### src/rtl/count_syn_pkg.sv
// Shared width default and the all-ones helper for the count_syn counter.
package count_syn_pkg;

    localparam int unsigned COUNT_SYN_WIDTH_DEF = 3;

    // 2^width-1, the terminal count for a width-bit counter (width <= 63)
    function automatic logic [63:0] cnt_max(input int unsigned width);
        return (64'd1 << width) - 64'd1;
    endfunction

endpackage

### src/rtl/count_syn_next.sv
// Combinational next-count selector: clear > preset > start > hold.
// Wraps at the terminal count by default; saturates when COUNT_SYN_SAT_EN is defined.
module count_syn_next
    import count_syn_pkg::*;
#(
    parameter int unsigned WIDTH = COUNT_SYN_WIDTH_DEF
) (
    input  logic             clear,
    input  logic             preset,
    input  logic             start,
    input  logic [WIDTH-1:0] inp,
    input  logic [WIDTH-1:0] cur,
    output logic [WIDTH-1:0] nxt
);

`ifdef COUNT_SYN_SAT_EN
    localparam logic [WIDTH-1:0] CntMax = WIDTH'(cnt_max(WIDTH));
`endif

    always_comb begin
        nxt = cur;
        if (clear) begin
            nxt = '0;
        end else if (preset) begin
            nxt = inp;
        end else if (start) begin
`ifdef COUNT_SYN_SAT_EN
            if (cur != CntMax) begin
                nxt = cur + WIDTH'(1);
            end
`else
            nxt = cur + WIDTH'(1);
`endif
        end
    end

endmodule

### src/rtl/count_syn.sv
// WIDTH-bit up-counter with sync clear, preset-load and count enable; async active-low reset.
// Optional saturation instead of wrap: define COUNT_SYN_SAT_EN.
module count_syn
    import count_syn_pkg::*;
#(
    parameter int unsigned WIDTH = COUNT_SYN_WIDTH_DEF
) (
    input  logic             clk,
    input  logic             reset,
    input  logic             clear,
    input  logic             preset,
    input  logic             start,
    input  logic [WIDTH-1:0] inp,
    output logic [WIDTH-1:0] outp
);

    logic [WIDTH-1:0] count_q;
    logic [WIDTH-1:0] count_d;

    count_syn_next #(
        .WIDTH (WIDTH)
    ) u_next (
        .clear  (clear),
        .preset (preset),
        .start  (start),
        .inp    (inp),
        .cur    (count_q),
        .nxt    (count_d)
    );

    // Count register; reset discards any count immediately
    always_ff @(posedge clk or negedge reset) begin
        if (!reset) begin
            count_q <= '0;
        end else begin
            count_q <= count_d;
        end
    end

    assign outp = count_q;

endmodule

### config.mk
export PLATFORM = sky130hd
export DESIGN_NAME = count_syn
export DESIGN_NICKNAME = d
export VERILOG_FILES = /design/src/rtl/count_syn_pkg.sv /design/src/rtl/count_syn_next.sv /design/src/rtl/count_syn.sv
export SDC_FILE = /design/constraint.sdc
export NUM_CORES = 1
export LEC_CHECK = 0
export ABC_AREA = 0
export BUFFER_PORTS_ARGS = -buffer_cell sky130_fd_sc_hd__buf_2
export CAP_MARGIN = 20
export CORE_AREA = 4 4 41 43
export CTS_CLUSTER_SIZE = 14
export DETAILED_ROUTE_END_ITERATION = 7
export DIE_AREA = 0 0 45 47
export GPL_ROUTABILITY_DRIVEN = 1
export SLEW_MARGIN = 20
export SYNTH_ARGS = -nofsm -noshare
export SYNTH_HDL_FRONTEND = slang
export SYNTH_HIERARCHICAL = 1
export SYNTH_SLANG_ARGS = --single-unit
### constraint.sdc
create_clock -name clk -period 1.6 [get_ports clk]
set_clock_uncertainty 0.1 [all_clocks]
set_input_delay 0.16 -clock clk [delete_from_list [all_inputs] [get_ports clk]]
set_output_delay 0.16 -clock clk [all_outputs]
set_load 0.01 [all_outputs]
==> results.tsv, run 1 <==
metric	value	unit
status	completed	
die_area	2115	um^2
synth_area_leaders	dfrtp_1, a211oi_1, a2111oi_2	
critPathKind	register to register	
drc	0	
path_max_fanout	3	
yosys_warnings	6	
switchingPower	0.06733	mW
min_to	outp[2]	
leakage	0.1433	nW
dr.pass1.iters	2	
cts-htree-levels	1	
max_freq	0.7694	GHz
timing.rr.end	outp[2]	
vias	180	
wl_met2	119	um
fin_crit_sh	81.23	%
path_delay_family	flip-flops	
cts_buffers	3	
ir_worst_vdd	0.4858	mV
yosysTopAreaCellShare	43.17	%
p_total	0.2662	mW
cts_tree	built	
io_pins	11	
r2r_cells	3	
power.internal	0.1989	mW
arrival	1.32	ns
hold_viol	0	
yosysTopAreaCell	dfrtp_1	
regArea	75.07	um^2
crit_chain	ha_1 > and4b_1 > a2111oi_2	
nFillCells	151	
setup.worst_path.end_class	register	
p_clk_share	50.4	%
cts_root_buffer	clkbuf_4	
p_comb_share	16.6	%
grt_pass1_vias	192	
syn_inst	15	
most-common-layout-cells	buf_2, clkbuf_4, dfrtp_1, a211oi_1	
rrSetupSlack	0.30	ns
power_density	954.0	nW/um^2
yosysSeqAreaShare	43.17	%
hold_path_depth	2	
cts.sinks	3	
final_util	21.44	%
place.gp.congestion	0.7038	
reg2reg_from	outp[0]	
hp-class	input pin to register	
multi_input_area	91.34	um^2
die_h	47	um
start_kind	register	
fin_crit	1.300	ns
synth_nets	24	
slowest_delay	0.40	ns
ant_nets	0	
report.final.slew_viol_count	0	
portBuffers	10	
diodes	0	
met3WireLength	80	um
syn_avg_cell_area	11.59	um^2
rows	13	
antenna_found_initial	0	
synth_seq_cells	3	
clock_latency	0.23	ns
final.setup.tns	0	ns
dieWidth	45	um
tightest_slew	0.2621	ns
final_common_cell	buf_2	
grt_pass1_wl	834	um
cts_buffer_depth	2	
maxCapViolations	0	
crit_buf_inv	0	
largest_reg_flops	3	
routed_wl	436	um
track_usage	5.859	%
finalSetupViolations	0	
worst_hold_slack	0.02949	ns
topRoutingLayerUsed	met3	
critPathRequiredTime	1.62	ns
grt_overflow	0	
worstHoldStart	clear	
ctsResizeCount	0	
wl_per_cell	9.689	um
final_nets	40	
dr.first_iter.drc_count	2	
start_util	13.37	%
slew_headroom	82.50	%
areaGrowthSynthToFinish	60.43	%
grt_setup_unrepaired	no	
cpMaxStageDelayCell	dfrtp_1	
placed_area	242.7	um^2
via_per_inst	4.000	
wl_met1	236	um
fp.coreArea	1301	um^2
layout-drive-gt1-share	46.67	%
seq_power_share	32.9	%
post_synth_instance_area	173.9	um^2
grt_max_degree	7	
yosys.cell_types.count	9	
stdcell_area	279.0	um^2
switching_share	25.29	%
path_clk_slew	0.04	ns
## through the flow
stage                     worst slack [ns]  std cells
after CTS                           0.2852         45
after global routing                0.1982         45
after floorplan                     0.3190         15
after global placement              0.3410         40
final                               0.3003         45
after detailed placement            0.2930         40
## cells in the mapped netlist
| cell | instances |
|---|---|
| and4b_1 | 1 |
| dfrtp_1 | 3 |
| a2111oi_2 | 1 |
| nor2b_1 | 2 |
| ha_1 | 1 |
| inv_1 | 2 |
| xnor2_1 | 1 |
| a211oi_1 | 3 |
| mux2i_1 | 1 |
## layout make-up
| class | count | share of cell area [%] |
|---|---|---|
| Clock buffer | 4 | 9.417 |
| Inverter | 2 | 2.691 |
| Multi-Input combinational cell | 10 | 32.74 |
| Sequential cell | 3 | 26.91 |
| Tap cell | 15 | 6.726 |
| Timing Repair Buffer | 11 | 21.52 |
## power by group through the flow
stage	Sequential [mW]	Combinational [mW]	Clock [mW]
finish	0.0877	0.0443	0.134
global route	0.0888	0.0505	0.152
CTS	0.0877	0.0451	0.137
detailed placement	0.0886	0.0429	0
global placement	0.0883	0.0418	0
floorplan	0.0907	0.0173	0
## metal layers
layer	vias to the layer above	GRT usage, %
met5	-	0
met4	0	1.754
met3	0	5.364
met2	14	7.345
met1	80	7.094
li1	86	-
## repair_timing
| action | 4_1_cts | 5_1_grt |
|---|---|---|
| setup buffers | 0 | 0 |
| endpoints found under the hold margin | 3 | 0 |
| setup endpoints to repair | 0 | 0 |
| hold buffers | 1 | 0 |
## how the worst max path moves through the flow
stage	slack, ns	cells past startpoint	from	endpoint
floorplan	0.32	3	outp[0]	outp[2]
global route	0.20	3	outp[0]	outp[2]
detailed placement	0.29	3	outp[0]	outp[2]
global placement	0.34	3	outp[0]	outp[2]
finish	0.30	3	outp[0]	outp[2]
CTS	0.29	3	outp[0]	outp[2]
## kinds of logic after synthesis
group	count (synthesis)	synth area share [%]
muxes	1	5.756
AOI/OAI and AO/OA	4	21.58
and+or+nand+nor	3	12.95
adders and majority gates	1	7.193
DFF	3	43.16
xor gates and xnor gates	1	5.037
buffers and inverters	2	4.318
## worst reg2reg max path, stage by stage (launching register included)
cell and delay, ns:
dfrtp_1 0.40, ha_1 0.22, and4b_1 0.19, a2111oi_2 0.27
(Power assumes the default switching activity.)
==> run 2: changes to the inputs <==
==> constraint.sdc (replaced) <==
create_clock -name clk -period 1.3 [get_ports clk]
set_clock_uncertainty 0.1 [all_clocks]
set_input_delay 0.13 -clock clk [delete_from_list [all_inputs] [get_ports clk]]
set_output_delay 0.13 -clock clk [all_outputs]
set_load 0.01 [all_outputs]
==> run 2 against run 1 <==
  * First-iteration DRC count fell by 50%
  * Sequential share of layout area fell by 3.0 points
  * Cell count rose by 4.4%
  * Combinational power rose by 65%
  * Critical path type unchanged
  * Highest routed layer unchanged
==> results.tsv, run 2 (synthesized netlist as in run 1, its figures left out) <==
metric	value	unit
wl_per_cell	11.11	um
power_density	1084	nW/um^2
start_util	13.37	%
maxCapViolations	0	
layout-drive-gt1-share	56.25	%
die_area	2115	um^2
fp.coreArea	1301	um^2
leakage	0.1534	nW
cts_root_buffer	clkbuf_4	
hp-class	input pin to register	
io_pins	11	
vias	179	
critPathKind	register to register	
hold_path_depth	2	
p_total	0.3405	mW
cts.sinks	3	
report.final.slew_viol_count	0	
stdcell_area	314.1	um^2
dieWidth	45	um
cts_buffers	3	
largest_reg_flops	3	
grt_setup_unrepaired	no	
portBuffers	10	
grt_overflow	0	
cts_tree	built	
ir_worst_vdd	0.6331	mV
min_to	outp[0]	
rows	13	
r2r_cells	3	
start_kind	register	
finalSetupViolations	0	
grt_max_degree	7	
areaGrowthSynthToFinish	80.58	%
final_common_cell	buf_2	
drc	0	
dr.first_iter.drc_count	1	
fin_crit_sh	92.55	%
fin_crit	1.203	ns
clock_latency	0.23	ns
crit_chain	ha_2 > mux2i_1 > a211oi_1	
most-common-layout-cells	buf_2, clkbuf_4, dfrtp_1	
cts_buffer_depth	2	
path_max_fanout	2	
status	completed	
final_util	24.13	%
grt_pass1_vias	198	
setup.worst_path.end_class	register	
place.gp.congestion	0.7066	
hold_viol	0	
critPathRequiredTime	1.33	ns
arrival	1.23	ns
final_nets	42	
ant_nets	0	
antenna_found_initial	0	
path_clk_slew	0.03	ns
rrSetupSlack	0.1	ns
worstHoldStart	clear	
slew_headroom	82.73	%
cts-htree-levels	1	
nFillCells	153	
diodes	0	
grt_pass1_wl	848	um
die_h	47	um
tightest_slew	0.2586	ns
reg2reg_from	outp[1]	
cpMaxStageDelayCell	dfrtp_1	
max_freq	0.8312	GHz
placed_area	250.2	um^2
track_usage	6.171	%
timing.rr.end	outp[1]	
routed_wl	522	um
dr.pass1.iters	3	
slowest_delay	0.38	ns
via_per_inst	3.809	
run 2: stage by stage:
stage                     std cells  TNS [ns]  worst slack, ns  hold WS (ns)
final                            47         0          0.09688       0.03563
after global routing             47         0          0.02893       0.03743
after CTS                        47         0          0.03122      0.005889
after detailed placement         41  -0.01173         -0.01173       -0.1713
after global placement           41         0          0.04185       -0.1690
after floorplan                  15         0          0.01897       -0.2656
run 2: worst max-delay path: cells and delay by family (launching register included):
family,cells,cell delay [ns]
compound gates,1,0.24
flops,1,0.38
fa+ha+maj,1,0.32
mux,1,0.06
run 2: metal layers:
layer	part of all wire, %	GRT usage [%]	routed length (um)	vias up
met1	48	7.991	248	75
met4	0	1.754	0	0
met3	16	5.747	86	0
li1	-	-	-	90
met2	36	7.062	188	14
met5	0	0	0	-
run 2: final cells by class:
| cell class | count | area (um^2) | share of cell area [%] |
|---|---|---|---|
| multi-input combinational | 10 | 111.4 | 35.46 |
| inverter | 2 | 7.507 | 2.390 |
| clock buffer | 4 | 26.28 | 8.367 |
| sequential | 3 | 75.07 | 23.90 |
| tap | 15 | 18.77 | 5.976 |
| timing repair buffer | 13 | 75.07 | 23.90 |
run 2: worst max-delay path by stage:
stage / from / endpoint / slack [ns]
6_report: outp[1] / outp[1] / 0.1
5_1_grt: outp[1] / outp[1] / 0.03
4_1_cts: outp[0] / outp[2] / 0.03
3_5_place_dp: outp[1] / outp[2] / -0.01
3_3_place_gp: outp[1] / outp[2] / 0.04
2_1_floorplan: outp[0] / outp[2] / 0.02
run 2: power breakdown:
part	leakage, nW	total [mW]	internal, mW	switching [mW]
Clock	0.0150	0.161	0.115	0.0460
Combinational	0.0998	0.0729	0.0386	0.0343
Sequential	0.0386	0.107	0.101	0.00531
Total	0.153	0.340	0.255	0.0856
run 2: repair_timing:
item | CTS | global route
resized for setup | 3 | 0
endpoints found under the setup margin | 1 | 1
pin swaps | 0 | 1
setup buffers | 1 | 0
hold buffers | 1 | 0
hold endpoints to repair | 3 | 0
==> run 3: changes to the inputs <==
--- a/config.mk
+++ b/config.mk
@@ -16,5 +16,4 @@
 export SLEW_MARGIN = 20
 export SYNTH_ARGS = -nofsm -noshare
 export SYNTH_HDL_FRONTEND = slang
-export SYNTH_HIERARCHICAL = 1
 export SYNTH_SLANG_ARGS = --single-unit
==> run 3 against run 2 <==
  * Total power down 0.26%
  * Clock-buffer cell count unchanged
  * Fmax down 0.26%
  * Critical path type unchanged
==> results.tsv, run 3 <==
metric	value	unit
track_usage	6.171	%
place.gp.congestion	0.6276	
layout-drive-gt1-share	53.13	%
cts.sinks	3	
dr.first_iter.drc_count	0	
areaGrowthSynthToFinish	79.14	%
synth_edf_count	0	
finalSetupViolations	0	
yosys_warnings	0	
cts-htree-levels	1	
power_density	1090	nW/um^2
max_freq	0.8290	GHz
die_area	2115	um^2
arrival	1.23	ns
syn_avg_cell_area	11.59	um^2
status	completed	
grt_pass1_vias	198	
synth_seq_cells	3	
grt_setup_unrepaired	no	
cp-startpoint	outp[1]	
maxCapViolations	0	
ant_nets	0	
fin_crit_sh	92.79	%
cts_buffers	3	
start_util	13.37	%
die_h	47	um
fp.coreArea	1301	um^2
leakage	0.1558	nW
async_flop_share	100.0	%
fin_crit	1.206	ns
syn_inst	15	
hp-class	input pin to register	
cts_buffer_depth	2	
synth_nets	24	
report.final.slew_viol_count	0	
antenna_found_initial	0	
stdcell_area	311.5	um^2
post_synth_instance_area	173.9	um^2
via_per_inst	3.809	
hold_viol	0	
reg2reg_from	outp[1]	
wl_per_cell	10.62	um
dieWidth	45	um
io_pins	11	
slew_headroom	82.96	%
synth_commonest_cells	a211oi_1, dfrtp_1, inv_1, nor2b_1	
start_kind	register	
routed_wl	499	um
largest_reg_flops	3	
cts_tree	built	
diodes	0	
portBuffers	10	
placed_area	250.2	um^2
nFillCells	152	
grt_overflow	0	
worstHoldStart	clear	
yosys.cell_types.count	9	
final_common_cell	buf_2	
tightest_slew	0.2551	ns
path_max_fanout	3	
critPathRequiredTime	1.32	ns
grt_pass1_wl	841	um
drc	0	
most-common-layout-cells	buf_2, clkbuf_4, dfrtp_1	
path_clk_slew	0.04	ns
critPathKind	register to register	
ir_worst_vdd	0.4811	mV
cts_root_buffer	clkbuf_4	
vias	179	
multi_input_area	108.9	um^2
grt_max_degree	7	
rows	13	
yosysSeqAreaShare	43.17	%
regArea	75.07	um^2
yosysTopAreaCell	dfrtp_1	
final.setup.tns	0	ns
dr.pass1.iters	1	
ys.flop_type	dfrtp_1	
final_nets	42	
worst_hold_slack	0.02734	ns
setup.worst_path.end_class	register	
clock_latency	0.23	ns
yosysTopAreaCellShare	43.17	%
synth_area_leaders	dfrtp_1, a211oi_1, a2111oi_2	
run 3: per-stage QoR:
step / power [mW] / cells / setup WS [ns] / utilization (%)
after CTS: 0.3357 / 46 / 0.01587 / 22.02
after global placement: 0.1638 / 41 / 0.08208 / 19.23
after global routing: 0.3712 / 47 / 0.02446 / 23.94
final: 0.3396 / 47 / 0.09377 / 23.94
after floorplan: 0.1329 / 15 / 0.03160 / -
after detailed placement: 0.1652 / 41 / 0.02524 / 19.23
run 3: final timing paths:
kind | endpoint | slack (ns) | cells after the start
worst max-delay path | outp[2] | 0.09 | 3
worst min-delay path | outp[0] | 0.03 | 2
worst min register to register | outp[1] | 0.58 | 2
worst max register to register | outp[2] | 0.09 | 3
min in group asynchronous | outp[1] | 0.12 | 2
max in group asynchronous | outp[2] | 0.86 | 2
run 3: kinds of logic (layout without fill, tap and decap cells):
logic type               Yosys count  in the layout  synth area share (%)
AO/OA/AOI/OAI                      4              4                 21.58
adder cells (fa/ha/maj)            1              1                 7.193
XOR/XNOR                           1              1                 5.037
AND/OR/NAND/NOR                    3              3                 12.95
multiplexers                       1              1                 5.756
buffers and inverters              2             19                 4.318
flip-flops                         3              3                 43.16
run 3: cell type report:
cell class	instances	area share [%]
clock buffers	4	8.434
inverters	2	2.410
multi-input cells	10	34.94
flip-flops and latches	3	24.10
well taps	15	6.024
repair buffers	13	24.10
run 3: what timing repair did:
item,CTS,global route
hold buffers,1,0
setup endpoints to repair,0,1
hold endpoints to repair,3,0
gates resized for setup,0,2
buffers inserted,0,1
run 3: power by group:
part | switching, mW | internal [mW]
combinational | 0.0330 | 0.0379
sequential | 0.00499 | 0.101
clock | 0.0474 | 0.115
total | 0.0854 | 0.254
run 3: per-layer routing:
layer  GRT usage, %  up-vias  part of all wire (%)
met5              0        -                     0
li1               -       90                     -
met1          7.534       76                    49
met4          1.754        0                     0
met3          6.513        0                    16
met2          7.062       13                    35
run 3: critical path, cell delays in order (launching register included):
cell,delay (ns)
dfrtp_1,0.38
ha_1,0.21
and4b_1,0.21
a2111oi_4,0.20
